## src/rtl/alu_seq_pkg.sv

```systemverilog
// Shared definitions for the sequential ALU: op codes, FSM states and
// flag bit positions inside the registered flag vector.
package alu_seq_pkg;

  localparam logic [3:0] OP_ADD = 4'd0;
  localparam logic [3:0] OP_SUB = 4'd1;
  localparam logic [3:0] OP_AND = 4'd2;
  localparam logic [3:0] OP_OR  = 4'd3;
  localparam logic [3:0] OP_XOR = 4'd4;
  localparam logic [3:0] OP_NOR = 4'd5;
  localparam logic [3:0] OP_SLT = 4'd6;
  localparam logic [3:0] OP_SLL = 4'd7;
  localparam logic [3:0] OP_SRL = 4'd8;
  localparam logic [3:0] OP_MUL = 4'd9;

  typedef enum logic [1:0] {
    IDLE = 2'd0,
    BUSY = 2'd1,
    DONE = 2'd2
  } state_t;

  localparam int FLAG_ZERO  = 0;
  localparam int FLAG_NEG   = 1;
  localparam int FLAG_CARRY = 2;
  localparam int FLAG_OVF   = 3;
  localparam int FLAG_W     = 4;

endpackage

```

## src/rtl/alu_seq_mul.sv

```systemverilog
// Iterative unsigned shift-add multiplier: one bit of b per cycle, LSB first.
// done is high during the final iteration; product then carries that cycle's sum.
module alu_seq_mul #(
  parameter int WIDTH = 32
) (
  input  logic               clk,
  input  logic               rst_n,
  input  logic               start,
  input  logic [WIDTH-1:0]   a,
  input  logic [WIDTH-1:0]   b,
  output logic               busy,
  output logic               done,
  output logic [2*WIDTH-1:0] product
);

  localparam int CW = $clog2(WIDTH) + 1;

  logic [2*WIDTH-1:0] mcand;
  logic [WIDTH-1:0]   mplier;
  logic [2*WIDTH-1:0] acc;
  logic [2*WIDTH-1:0] acc_nxt;
  logic [CW-1:0]      cnt;

  always_comb begin
    acc_nxt = acc + (mplier[0] ? mcand : '0);
    product = acc_nxt;
    done    = busy && (cnt == CW'(1));
  end

  always_ff @(posedge clk or negedge rst_n) begin
    if (!rst_n) begin
      mcand  <= '0;
      mplier <= '0;
      acc    <= '0;
      cnt    <= '0;
      busy   <= 1'b0;
    end else if (start) begin
      mcand  <= {{WIDTH{1'b0}}, a};
      mplier <= b;
      acc    <= '0;
      cnt    <= CW'(WIDTH);
      busy   <= 1'b1;
    end else if (busy) begin
      acc    <= acc_nxt;
      mcand  <= mcand << 1;
      mplier <= mplier >> 1;
      cnt    <= cnt - CW'(1);
      if (cnt == CW'(1)) busy <= 1'b0;
    end
  end

endmodule

```

## src/rtl/alu_seq.sv

```systemverilog
// Registered multi-cycle ALU with valid/ready handshakes on both sides.
// Single-cycle ops complete on the accepting edge; MUL iterates WIDTH cycles.
module alu_seq
  import alu_seq_pkg::*;
#(
  parameter int WIDTH      = 32,
  parameter int MUL_ENABLE = 1
) (
  input  logic             clk,
  input  logic             rst_n,
  input  logic             in_valid,
  output logic             in_ready,
  input  logic [WIDTH-1:0] a,
  input  logic [WIDTH-1:0] b,
  input  logic [3:0]       alu_op,
  output logic             out_valid,
  input  logic             out_ready,
  output logic [WIDTH-1:0] result,
  output logic             flag_zero,
  output logic             flag_neg,
  output logic             flag_carry,
  output logic             flag_ovf,
  output state_t           dbg_state
);

  // Handshake: a transfer happens on a rising edge where valid && ready.
  // in_ready depends on state only; out_valid holds until out_ready is seen.

  localparam int SW = $clog2(WIDTH);
  localparam bit USE_MUL = (MUL_ENABLE != 0);

  state_t state, state_nxt;

  logic [WIDTH-1:0]   result_q;
  logic [FLAG_W-1:0]  flags_q;

  logic [WIDTH:0]     sum;
  logic [WIDTH:0]     diff;
  logic [SW-1:0]      shamt;
  logic [WIDTH-1:0]   alu_res;
  logic [FLAG_W-1:0]  alu_flags;
  logic [FLAG_W-1:0]  mul_flags;

  logic               load_alu;
  logic               load_mul;
  logic               mul_start;
  logic               mul_busy;
  logic               mul_done;
  logic [2*WIDTH-1:0] mul_prod;

  alu_seq_mul #(.WIDTH(WIDTH)) u_mul (
    .clk     (clk),
    .rst_n   (rst_n),
    .start   (mul_start),
    .a       (a),
    .b       (b),
    .busy    (mul_busy),
    .done    (mul_done),
    .product (mul_prod)
  );

  always_comb begin
    sum       = {1'b0, a} + {1'b0, b};
    diff      = {1'b0, a} - {1'b0, b};
    shamt     = b[SW-1:0];
    alu_res   = '0;
    alu_flags = '0;
    case (alu_op)
      OP_ADD: begin
        alu_res               = sum[WIDTH-1:0];
        alu_flags[FLAG_CARRY] = sum[WIDTH];
        alu_flags[FLAG_OVF]   = (a[WIDTH-1] == b[WIDTH-1]) && (sum[WIDTH-1] != a[WIDTH-1]);
      end
      OP_SUB: begin
        // diff[WIDTH] is the borrow, so carry means a >= b unsigned
        alu_res               = diff[WIDTH-1:0];
        alu_flags[FLAG_CARRY] = ~diff[WIDTH];
        alu_flags[FLAG_OVF]   = (a[WIDTH-1] != b[WIDTH-1]) && (diff[WIDTH-1] != a[WIDTH-1]);
      end
      OP_AND: alu_res = a & b;
      OP_OR:  alu_res = a | b;
      OP_XOR: alu_res = a ^ b;
      OP_NOR: alu_res = ~(a | b);
      OP_SLT: alu_res[0] = ($signed(a) < $signed(b));
      OP_SLL: alu_res = a << shamt;
      OP_SRL: alu_res = a >> shamt;
      default: alu_res = '0;
    endcase
    alu_flags[FLAG_ZERO] = (alu_res == '0);
    alu_flags[FLAG_NEG]  = alu_res[WIDTH-1];
  end

  always_comb begin
    mul_flags             = '0;
    mul_flags[FLAG_ZERO]  = (mul_prod[WIDTH-1:0] == '0);
    mul_flags[FLAG_NEG]   = mul_prod[WIDTH-1];
    mul_flags[FLAG_CARRY] = |mul_prod[2*WIDTH-1:WIDTH];
  end

  always_comb begin
    state_nxt = state;
    in_ready  = (state == IDLE);
    out_valid = (state == DONE);
    load_alu  = 1'b0;
    load_mul  = 1'b0;
    mul_start = 1'b0;
    case (state)
      IDLE: begin
        if (in_valid) begin
          if (USE_MUL && (alu_op == OP_MUL)) begin
            mul_start = 1'b1;
            state_nxt = BUSY;
          end else begin
            load_alu  = 1'b1;
            state_nxt = DONE;
          end
        end
      end
      BUSY: begin
        if (mul_done) begin
          load_mul  = 1'b1;
          state_nxt = DONE;
        end else if (!mul_busy) begin
          // multiplier lost its job without finishing; recover to IDLE
          state_nxt = IDLE;
        end
      end
      DONE: begin
        if (out_ready) state_nxt = IDLE;
      end
      default: state_nxt = IDLE;
    endcase
  end

  always_ff @(posedge clk or negedge rst_n) begin
    if (!rst_n) begin
      state    <= IDLE;
      result_q <= '0;
      flags_q  <= '0;
    end else begin
      state <= state_nxt;
      if (load_alu) begin
        result_q <= alu_res;
        flags_q  <= alu_flags;
      end else if (load_mul) begin
        result_q <= mul_prod[WIDTH-1:0];
        flags_q  <= mul_flags;
      end
    end
  end

  assign result     = result_q;
  assign flag_zero  = flags_q[FLAG_ZERO];
  assign flag_neg   = flags_q[FLAG_NEG];
  assign flag_carry = flags_q[FLAG_CARRY];
  assign flag_ovf   = flags_q[FLAG_OVF];
  assign dbg_state  = state;

endmodule

```

## config.mk

```make
export PLATFORM = sky130hd
export DESIGN_NAME = alu_seq
export DESIGN_NICKNAME = d
export VERILOG_FILES = /design/src/rtl/alu_seq_pkg.sv /design/src/rtl/alu_seq_mul.sv /design/src/rtl/alu_seq.sv
export SDC_FILE = /design/constraint.sdc
export NUM_CORES = 1
export LEC_CHECK = 0
export CAP_MARGIN = 10
export CORE_ASPECT_RATIO = 0.75
export CORE_UTILIZATION = 40
export DETAILED_ROUTE_END_ITERATION = 16
export DONT_BUFFER_PORTS = 1
export GPL_TIMING_DRIVEN = 0
export PLACE_DENSITY = 0.55
export SKIP_CTS_REPAIR_TIMING = 1
export SYNTH_ARGS = -nofsm -noshare
export SYNTH_HDL_FRONTEND = slang
export SYNTH_SLANG_ARGS = --single-unit
```

## constraint.sdc

```tcl
create_clock -name clk -period 4.3 [get_ports clk]
set_clock_uncertainty 0.1 [all_clocks]
set_input_delay 1.075 -clock clk [delete_from_list [all_inputs] [get_ports clk]]
set_output_delay 1.075 -clock clk [all_outputs]
set_load 0.02 [all_outputs]
```

Word-level counts from Yosys, hierarchy flattened
Index checks and enable logic that the tools add are counted.

Register bits: 205. Latch bits: 0. RAM bits: 0. ROM bits: 0. Input port bits: 72. Output and inout port bits: 40. Memories: 0.

Add/subtract/negate cells: 4. Multipliers: 0. Div/mod/pow operators: 0. $lt $le $gt $ge: 1. Eq/ne operators: 19. Shifts and indexed selects: 2. Muxes and demuxes: 33. Bitwise operators: 5. Reduce and logical (&&, ||, !) cells: 11.

Operators with widths (count): 64-bit 2-to-1 mux (5); 31-bit case mux with 8 select lines (1); 32-bit 2-to-1 mux (4); 64-bit adder (1); 32-bit zero test (2); 32-bit by 32-bit adder with 33-bit output (1); 32-bit by 32-bit subtractor with 33-bit output (1); 32-bit bitwise AND (1); 32-bit < comparator (1); 32-bit inverter (1); 32-bit OR (1); 32-bit OR reduction (1); 32-bit by 5-bit << shifter with 32-bit output (1); 32-bit by 5-bit right shift with 32-bit output (1); 32-bit XOR (1); 4-bit by 3-bit equality test with 1-bit output (second input constant) (4); 6-bit 2-to-1 mux (2); 1-bit 2-to-1 mux (11); 2-bit 2-to-1 mux (5); 1-bit case mux with 9 select lines (1); 4-bit by 2-bit equality test with 1-bit output (second input constant) (2); 4-bit equality test (second input constant) (2); 4-bit 2-to-1 mux (2); 6-bit by 1-bit equality test with 1-bit output (second input constant) (1); 17 further kinds (22).

Logic depth before layout (Yosys ltp)
Gate-level depths: netlist (run 1).

Depth in word-level cells: 6. Gate-level depth with buffers: 18. Mapped depth without buffers: 15.

Cells and area by module
Synthesis (run 1) repeated with hierarchy kept, for this count alone.

Cells, all modules: 2905. Area total of the unflattened synthesis: 23030.8 um^2.

By module, submodules not included: alu_seq (times used 1, cells each 1614, area an instance 11648.7 um^2, seq. area each 925.9 um^2); alu_seq_mul (times used 1, cells each 1291, area an instance 11382.2 um^2, seq. area each 4179.0 um^2).

Worst setup path before layout (run 1)
No wires, ideal clock.

Path type: in2reg. Start point: input port b[3]. End point: register flags_q[0]. Arrival: 5.249 ns. Slack: -1.141 ns. Stages on the path: 17. Path buffers: 4. Cells stage by stage: clkbuf_1 > inv_1 > clkbuf_1 > buf_1 > ha_1 > buf_2 > and3_1 > a221o_1 > a2111oi_4 > o21ai_2 > a221o_1 > a2111oi_4 > nand4_1 > nor4_1 > nand4_1 > or4_1 > o31ai_2.

Longest elaborated chain between the ends: 5. Elaborated cells on any way between the ends: 13.

Ends and longest elaborated chain: start: declaration (RTL line alu_seq.sv:14) `input logic [WIDTH-1:0] b,`; parallel branches: the longest is 3 deep, another holds 32-bit by 32-bit subtractor with 33-bit output; 32-bit zero test * (RTL line alu_seq.sv:89) `alu_flags[FLAG_ZERO] = (alu_res == '0);`; 4-bit 2-to-1 mux * (RTL line alu_seq.sv:142) `if (load_alu) begin`; end signal: assignment (RTL line alu_seq.sv:144) `flags_q <= alu_flags;`; end signal: assignment (RTL line alu_seq.sv:147) `flags_q <= mul_flags;`; end: declaration (RTL line alu_seq.sv:35) `logic [FLAG_W-1:0] flags_q;`.

Mark *: on every way between the ends. A chain may end at the register's enable or synchronous reset.

Worst setup path in the final report (run 1)
Start point: input port b[0]. End point: register flags_q[0].

Longest elaborated chain between the ends: 5. Elaborated cells on any way between the ends: 13.

Ends and longest elaborated chain (RTL line): parallel branches: the longest is 3 deep, another holds 32-bit by 32-bit subtractor with 33-bit output; 32-bit zero test * (alu_seq.sv:89); 4-bit 2-to-1 mux * (alu_seq.sv:142).

Marks and branches as above.

==> results.txt, run 1 <==
The synthesized-area fraction occupied by and/or/nand/nor cells came out at 21.2%. The die extent in y came out at 211 um. After synthesis, the largest area contributor takes up 21.8% of total cell area.

At the pin with the least slew margin, the transition time is 1.34 ns. The I/O pin count is 112. The via count of the first global-routing pass is 23800. Summed over all layers, the global routing overflow is 0. The most area-hungry cell type in the Yosys netlist is sky130_fd_sc_hd__dfrtp_1. The aggregate negative setup slack came out at -1.54 ns.

Counting I/O delays and the setup requirement, the final critical path takes 4.92 ns. The number of instances in the synthesized netlist came out at 2991. The flow ran to the end, but the final reports show violations. The cell row count came out at 76.

The ratio of cells with drive above 1 in the final layout came out at 13.1%. By area, the combinational part of the netlist is dominated by compound AO/OA/AOI/OAI gates. Summing the areas of all compound-gate instances in the mapped netlist gives 25.3% of the synthesized area. The count of final hold-check violations came out at 0. The XOR/XNOR share of the synthesized area is 2.62%.

The number of H-tree branching levels came out at 1. For this run, the leading register cell type out of synthesis is sky130_fd_sc_hd__dfrtp_1. The share of the clock period used by the worst path came out at 115%.

The total of flip-flops plus latches after synthesis came out at 204. The core region area is 57500 sq um. The horizontal die dimension came out at 281 um. STA classifies the critical path startpoint as a primary input.

STA classifies the critical path endpoint as a flop. The count of pins over their slew limit came to 0. The routed via count divided by cell count is 6.85. The post-synthesis net count came out at 3235. The share of async-settable or async-resettable flops after synthesis came out at 100%. Cells fill 46.5% of the core in the end. The half-perimeter wire length after placement came out at 101000 um. The worst path required time is 4.66 ns. The global placement routability congestion is 1.07.

The adder and majority cell fraction of the synthesized area is 9.31%. Setup repair after global routing could not meet its margin everywhere. The total DRC errors in the routed layout came out at 0. The path type of the worst setup path is primary input to flop. The number of setup violations in the final report is 9. Static timing analysis puts the maximum clock frequency at 0.203 GHz.

The slowest cell on the critical path is sky130_fd_sc_hd__a221oi_1. The wire length per cell is 32.7 um. The routed layout has 26400 vias.

The fraction of the yosys area taken by sequential cells came out at 21.8%. The number of buffers inserted by port buffering came out at 0. By area the synthesized netlist is led by sky130_fd_sc_hd__dfrtp_1 22%, sky130_fd_sc_hd__ha_1 9.0%, sky130_fd_sc_hd__mux2i_1 8.8%. The relative slew slack is 10.0%. The Yosys step of the flow raised 0 warnings. Once the floorplan was initialized, standard cells occupied 40.6% of the core. At the worst endpoint, the arrival time is 5.28 ns. The area growth from synthesis to layout is 14.6%. Summing internal, switching and leakage power gives 16.9 mW. The checks that failed: setup timing. The number of flops mapped to enable cells by yosys came out at 0.

The global routing usage summed across all routing layers is 41.2%. The clock latency reported for the late side of the worst-skew pair is 0.55 ns. The final antenna-violating net count is 0. No sink is reached through more buffers than the 3 on the longest clock path. The global-route wire length before repair came out at 176000 um. Across all setup checks in the final design, the least slack found is -0.624 ns. The min-delay analysis places its worst path in the category primary input to asynchronous set/reset pin. In this run the cell area of the synthesized design comes to 23400 sq um. The worst hold-check slack is 0.158 ns.

The overall routed net length is 126000 um. The synthesized area per cell came out at 7.81 sq um. The CTS buffer count is 24. The fraction of synthesized area in multiplexers came out at 13.9%. The first TritonRoute pass finished after 8 iterations.

TritonCTS built the clock tree. The clock drives 204 sinks. The violation count after the first detailed-routing iteration came out at 3953. In this run, distinct cell masters in the synthesized netlist total 90.

The final layout net count is 3297. By instance count, the cell type seen most on the critical path is sky130_fd_sc_hd__buf_6. The number of antenna violations at the first check in global routing is 5.

The total of max-cap violations came out at 0. In this design, the stage delay of the slowest critical-path cell is 0.63 ns. The signal on the critical path passes through buf_6 > buf_6 > clkbuf_4 > mux4_2 > mux2i_1 > nor2_1 > a221oi_1 > o211ai_1 > a21oi_4 > and4_1 > nand4_1 > or4_4 > o31ai_2.

The clock root buffer is sky130_fd_sc_hd__clkbuf_16. The clock-pin slew on the worst setup and hold paths is 0.06 ns. The power per cell area is 630 nW/um^2. The standby leakage power came out at 11.7 nW. Entering global routing, the biggest net connects 205 pins.

The peak ir drop on the vdd network is 0.628 mV. The die covers 59400 sq um. The largest fanout on the critical path is 10.
[worst paths after layout]
path                                              from                     endpoint  slack (ns)  cells after the start
min in group clk              u_mul.acc[3]$_DFFE_PN0P_     u_mul.acc[3]$_DFFE_PN0P_        0.43                      2
min reg2reg                   u_mul.acc[3]$_DFFE_PN0P_     u_mul.acc[3]$_DFFE_PN0P_        0.43                      2
min                                              rst_n  u_mul.mcand[13]$_DFFE_PN0P_        0.16                      0
max reg2reg                u_mul.mplier[0]$_DFFE_PN0P_       flags_q[2]$_DFFE_PN0P_       -0.42                     15
max in group asynchronous                        rst_n  u_mul.mplier[6]$_DFFE_PN0P_        3.32                      0
max                                               b[0]       flags_q[0]$_DFFE_PN0P_       -0.62                     13
[cell usage after synthesis, types with 8 or more instances]
master	number
sky130_fd_sc_hd__o311ai_0	8
sky130_fd_sc_hd__nor2_1	404
sky130_fd_sc_hd__nor4b_1	8
sky130_fd_sc_hd__a221o_1	20
sky130_fd_sc_hd__xor2_1	32
sky130_fd_sc_hd__clkbuf_1	163
sky130_fd_sc_hd__a21oi_1	281
sky130_fd_sc_hd__a21o_1	39
sky130_fd_sc_hd__or3_1	20
sky130_fd_sc_hd__nand3_1	59
sky130_fd_sc_hd__nand2_1	209
sky130_fd_sc_hd__mux4_2	43
sky130_fd_sc_hd__and3_1	19
sky130_fd_sc_hd__nand2b_1	16
sky130_fd_sc_hd__nor3_1	77
sky130_fd_sc_hd__nor4_1	23
sky130_fd_sc_hd__o31ai_1	15
sky130_fd_sc_hd__xnor2_1	38
sky130_fd_sc_hd__nor2b_1	36
sky130_fd_sc_hd__nand4_1	39
sky130_fd_sc_hd__o22ai_1	17
sky130_fd_sc_hd__dfrtp_1	204
sky130_fd_sc_hd__a211o_1	17
sky130_fd_sc_hd__o21a_1	22
sky130_fd_sc_hd__or2_2	13
sky130_fd_sc_hd__ha_1	169
sky130_fd_sc_hd__a221oi_1	38
sky130_fd_sc_hd__or4_1	10
sky130_fd_sc_hd__o221ai_1	22
sky130_fd_sc_hd__inv_1	122
sky130_fd_sc_hd__mux2i_1	205
sky130_fd_sc_hd__mux2_2	20
sky130_fd_sc_hd__buf_2	16
sky130_fd_sc_hd__buf_1	28
sky130_fd_sc_hd__a211oi_1	58
sky130_fd_sc_hd__o21bai_1	18
sky130_fd_sc_hd__a2111oi_0	14
sky130_fd_sc_hd__o21ai_0	144
sky130_fd_sc_hd__a22oi_1	17
sky130_fd_sc_hd__and2_1	77
sky130_fd_sc_hd__o211ai_1	36
sky130_fd_sc_hd__a31oi_1	30
[worst max-delay path: cells and delay by family]
family | cells | cell delay, ns
AND/OR/NAND/NOR | 4 | 0.96
buffers and inverters | 3 | 0.64
multiplexers | 2 | 0.89
AO/OA/AOI/OAI | 4 | 1.70
[metrics by stage]
stage	std cells	setup slack (ns)	cell area, sq um
final	3853	-0.624	26800
after global routing	3851	-0.597	26800
after CTS	3821	-1.60	25400
after detailed placement	3777	-2.12	24500
after global placement	3771	-2.17	24500
after floorplan	2991	-0.438	23500
[state kept, by name, summed over array words and instances, names as in the netlist]
signal,count
u_mul.acc,64
u_mul.mcand,64
u_mul.mplier,32
result,31
u_mul.cnt,6
flags_q,4
dbg_state,2
u_mul.busy,1
[per-layer routing]
| layer | share of wire (%) | vias up | track usage (%) |
|---|---|---|---|
| li1 | - | 11200 | - |
| met1 | 45 | 13100 | 62.7 |
| met2 | 37 | 1883 | 52.1 |
| met3 | 16 | 214 | 17.2 |
| met4 | 2.6 | 0 | 8.89 |
| met5 | 0 | - | 0 |
[report_power, final]
| part | total (mW) | switching (mW) | internal (mW) |
|---|---|---|---|
| Combinational | 10.9 | 7.15 | 3.78 |
| Sequential | 3.66 | 0.858 | 2.80 |
| Clock | 2.27 | 0.897 | 1.37 |
[area by class of cell]
type                       count  area [sq um]
inverter                     126           497
multi-input combinational   2445         17800
buffer                       201          1100
sequential                   204          5110
fill                        5810         30800
clock buffer                  33           696
tap                          780           976
timing repair buffer          51           385
clock inverter                11           166
antenna                        2          5.00
[kinds of logic after synthesis]
kind of cell             Yosys count
AO/OA/AOI/OAI                    888
XOR/XNOR                          70
adder cells (fa/ha/maj)          172
buffers and inverters            342
flip-flops                       204
multiplexers                     269
AND/OR/NAND/NOR                 1046
[placed cells by master, fill, tap and decap left out, drive strengths merged, types with 20 or more instances in the layout]
cell type,count
nand4,39
o221ai,22
xnor2,38
dfrtp,204
clkbuf,186
buf,99
inv,122
o21ai,149
nor2b,36
nand3,59
or3,20
nor4,24
a31oi,30
mux2,21
a211oi,60
nand2,209
o211ai,36
a21o,39
ha,169
a221oi,38
nor3,77
xor2,32
mux2i,205
nor2,404
a221o,20
a21oi,281
and2,79
mux4,43
o21a,22
Power figures use the tool's default switching activity.
==> run 2, diff against run 1 <==
--- a/config.mk
+++ b/config.mk
@@ -12,6 +12,7 @@
 export DONT_BUFFER_PORTS = 1
 export GPL_TIMING_DRIVEN = 0
 export PLACE_DENSITY = 0.55
+export REMOVE_ABC_BUFFERS = 1
 export SKIP_CTS_REPAIR_TIMING = 1
 export SYNTH_ARGS = -nofsm -noshare
 export SYNTH_HDL_FRONTEND = slang
==> results.txt, run 2 (synthesis results as in run 1) <==
The flow ran to the end, but the final reports show violations. The final reports fail on setup timing. The via total after detailed routing came out at 24400 (-7.7%). The count of pins over their slew limit came out at 0 (unchanged).

The startpoint of the lowest-slack register-to-register path is u_mul.mplier[0]$_DFFE_PN0P_. The initial core utilization was 40.6% (unchanged). The clock latency reported for the late side of the worst-skew pair is 0.59 ns (+0.04 ns).

The capturing element type of the critical path is a flop. The global placement routability congestion came to 1.00 (-6.6%). The total iterations of the first detailed-routing run came out at 7 (-1).

The CTS buffer count came out at 26 (+8.3%). The global routing usage summed across all routing layers was 35.2% (-6.0 points). The ratio of cells with drive above 1 in the final layout was 13.0% (-0.050 points).

The minimum period implied by the final worst setup slack came out at 5.12 ns (+0.199 ns). The via count of the first global-routing pass came out at 22100 (-6.9%). In this run the worst setup path begins at b[0]. The post-layout total power came out at 17.2 mW (+2.1%). The number of fill cells is 5677 (-2.3%). The count of final hold-check violations is 0 (unchanged). The area growth from synthesis to final layout came out at 12.5%. The number of buffers inserted by port buffering is 0 (unchanged). The clock-pin slew on the worst setup and hold paths came out at 0.06 ns (about the same).

The relative slew slack came out at 13.1% (+3.1 points). The setup path with the least slack is of type primary input to flop. The power per cell area is 655 nW/um^2 (+4.0%). The clock root buffer is sky130_fd_sc_hd__clkbuf_16. The final setup slack of the worst path came out at -0.823 ns (-0.199 ns). The share of the core filled with cells is 45.7% (-0.86 points). The TritonCTS clock tree is yes. The slew of the pin with the lowest slew margin came to 1.30 ns (-0.0319 ns). The fraction of power consumed by sequential logic is 21.4% (-0.3 points).

The final antenna-violating net count came out at 0 (unchanged). The arrival time reported for the critical path endpoint is 5.52 ns (+0.24 ns). The largest registers in the layout are u_mul.acc: 64 flops, u_mul.mcand: 64 flops, u_mul.mplier: 32 flops.

The final layout net count is 3115 (-5.5%). The die extent in y is 211 um (unchanged). The standby leakage power is 11.4 nW (-2.6%). The switching share of power came out at 51.3% (-1.6 points). The peak ir drop on the vdd network is 0.511 mV (-19%). The violation count after the first detailed-routing iteration is 3269 (-17%). The total placed instance area was 23900 sq um (-2.5%). The total of max-cap violations came out at 0 (unchanged).

The routed via count divided by cell count is 6.63 (-3.2%). The post-placement setup slack came out at -2.81 ns (-0.694 ns). The path depth of the worst reg2reg path came out at 15 (unchanged). The area of the die was 59400 sq um (unchanged). The total DRC errors in the routed layout came out at 0 (unchanged). The horizontal die dimension is 281 um (unchanged). The half-perimeter wire length after placement came out at 80900 um (-20%).

The pin count of the biggest net entering global routing is 205 (unchanged). The worst path required time was 4.70 ns (+0.04 ns). The core region area is 57500 sq um (unchanged). The cell row count came out at 76 (unchanged). The finished layout cell area came out at 26300 sq um (-1.8%). The total net switching power is 8.82 mW (-0.89%). The maximum buffer depth of the clock tree is 3 (unchanged). The aggregate negative setup slack came to -1.06 ns (+0.482 ns).

The total overflow reported by the global router came out at 0 (unchanged). The worst setup path is launched from a primary input. The I/O pin count is 112 (unchanged). Leaving out fill and tap cells, the most frequent cell in the layout is sky130_fd_sc_hd__nor2_1. The library cells used most frequently in the layout, excluding fill and tap cells, are 395 x sky130_fd_sc_hd__nor2_1, 261 x sky130_fd_sc_hd__a21oi_1, 205 x sky130_fd_sc_hd__mux2i_1. The number of setup violations in the final report is 2 (-7).

The number of antenna violations at the first check in global routing was 2 (-3). The number of H-tree branching levels is 1 (unchanged). The number of sinks driven by the clock tree came out at 204 (unchanged). The overall routed net length was 108000 um (-14%). The largest fanout on the critical path came to 91 (+81). The part of the total power dissipated in combinational logic is 64.4% (-0.4 points).

The cell-internal power came out at 8.39 mW (+5.5%). The number of placed cells counting well taps is 3585 (-5.1%). The wire length per cell came out at 29.5 um (-9.8%).

Setup repair after global routing could not meet its margin everywhere. The share of total power in the clock network came to 14.1% (+0.6 points). The global-route wire length before repair is 155000 um (-12%). The path class of the tightest hold or removal check is primary input to asynchronous set/reset pin. The slack of the worst reg-to-reg path is -0.51 ns (-0.09 ns). The final cell count without fillers was 3673 (-4.7%).

The maximum clock frequency came to 0.195 GHz (-3.9%). The worst hold-check slack came to 0.105 ns (-0.0529 ns). The endpoint identified for the worst register-to-register timing path is flags_q[0]$_DFFE_PN0P_.

The share of the clock period used by the worst path is 119% (+4.6 points).
## run 2: power by group through the flow
| stage | sequential, mW | combinational (mW) | clock [mW] |
|---|---|---|---|
| after global placement | 3.89 | 9.30 | 0 |
| after global routing | 3.79 | 11.9 | 2.52 |
| after floorplan | 3.63 | 6.87 | 0 |
| final | 3.69 | 11.1 | 2.43 |
| after detailed placement | 3.71 | 9.58 | 0 |
| after CTS | 3.69 | 9.62 | 2.47 |
## run 2: final cells by class
type                       count  area, sq um  share of cell area, %
antenna                        2         5.00                 0.0190
clock buffer                  36          779                   2.97
clock inverter                12          153                  0.581
inverter                     126          498                   1.89
multi-input combinational   2445        18000                   68.6
sequential                   204         5110                   19.5
tap                          780          976                   3.71
timing repair buffer          66          722                   2.75
timing repair inverter         2         10.0                 0.0381
## run 2: worst max path at each step
stage                             endpoint  slack, ns
finish              flags_q[0]$_DFFE_PN0P_      -0.82
global placement    flags_q[0]$_DFFE_PN0P_     -11.54
detailed placement  flags_q[0]$_DFFE_PN0P_      -2.81
global route        flags_q[0]$_DFFE_PN0P_      -0.75
CTS                 flags_q[0]$_DFFE_PN0P_      -2.22
floorplan           flags_q[0]$_DFFE_PN0P_      -5.03
## run 2: per-layer routing
layer	global-route usage, %	share of wire, %	vias up
met5	0	0.14	-
met4	5.88	1.7	2
met3	9.88	11	110
met2	43.9	37	1259
met1	57.6	50	12200
li1	-	-	10800
## run 2: critical path: stages
cell and delay [ns]:
sky130_fd_sc_hd__mux2_2 0.46, sky130_fd_sc_hd__mux2i_1 0.71, sky130_fd_sc_hd__nor3_1 0.19, sky130_fd_sc_hd__a211o_1 0.35
sky130_fd_sc_hd__a211oi_1 0.60, sky130_fd_sc_hd__nor4bb_1 0.39, sky130_fd_sc_hd__nand4_1 0.44, sky130_fd_sc_hd__nor4_2 0.37
sky130_fd_sc_hd__nand4_1 0.16, sky130_fd_sc_hd__or4_4 0.45, sky130_fd_sc_hd__o31ai_2 0.23
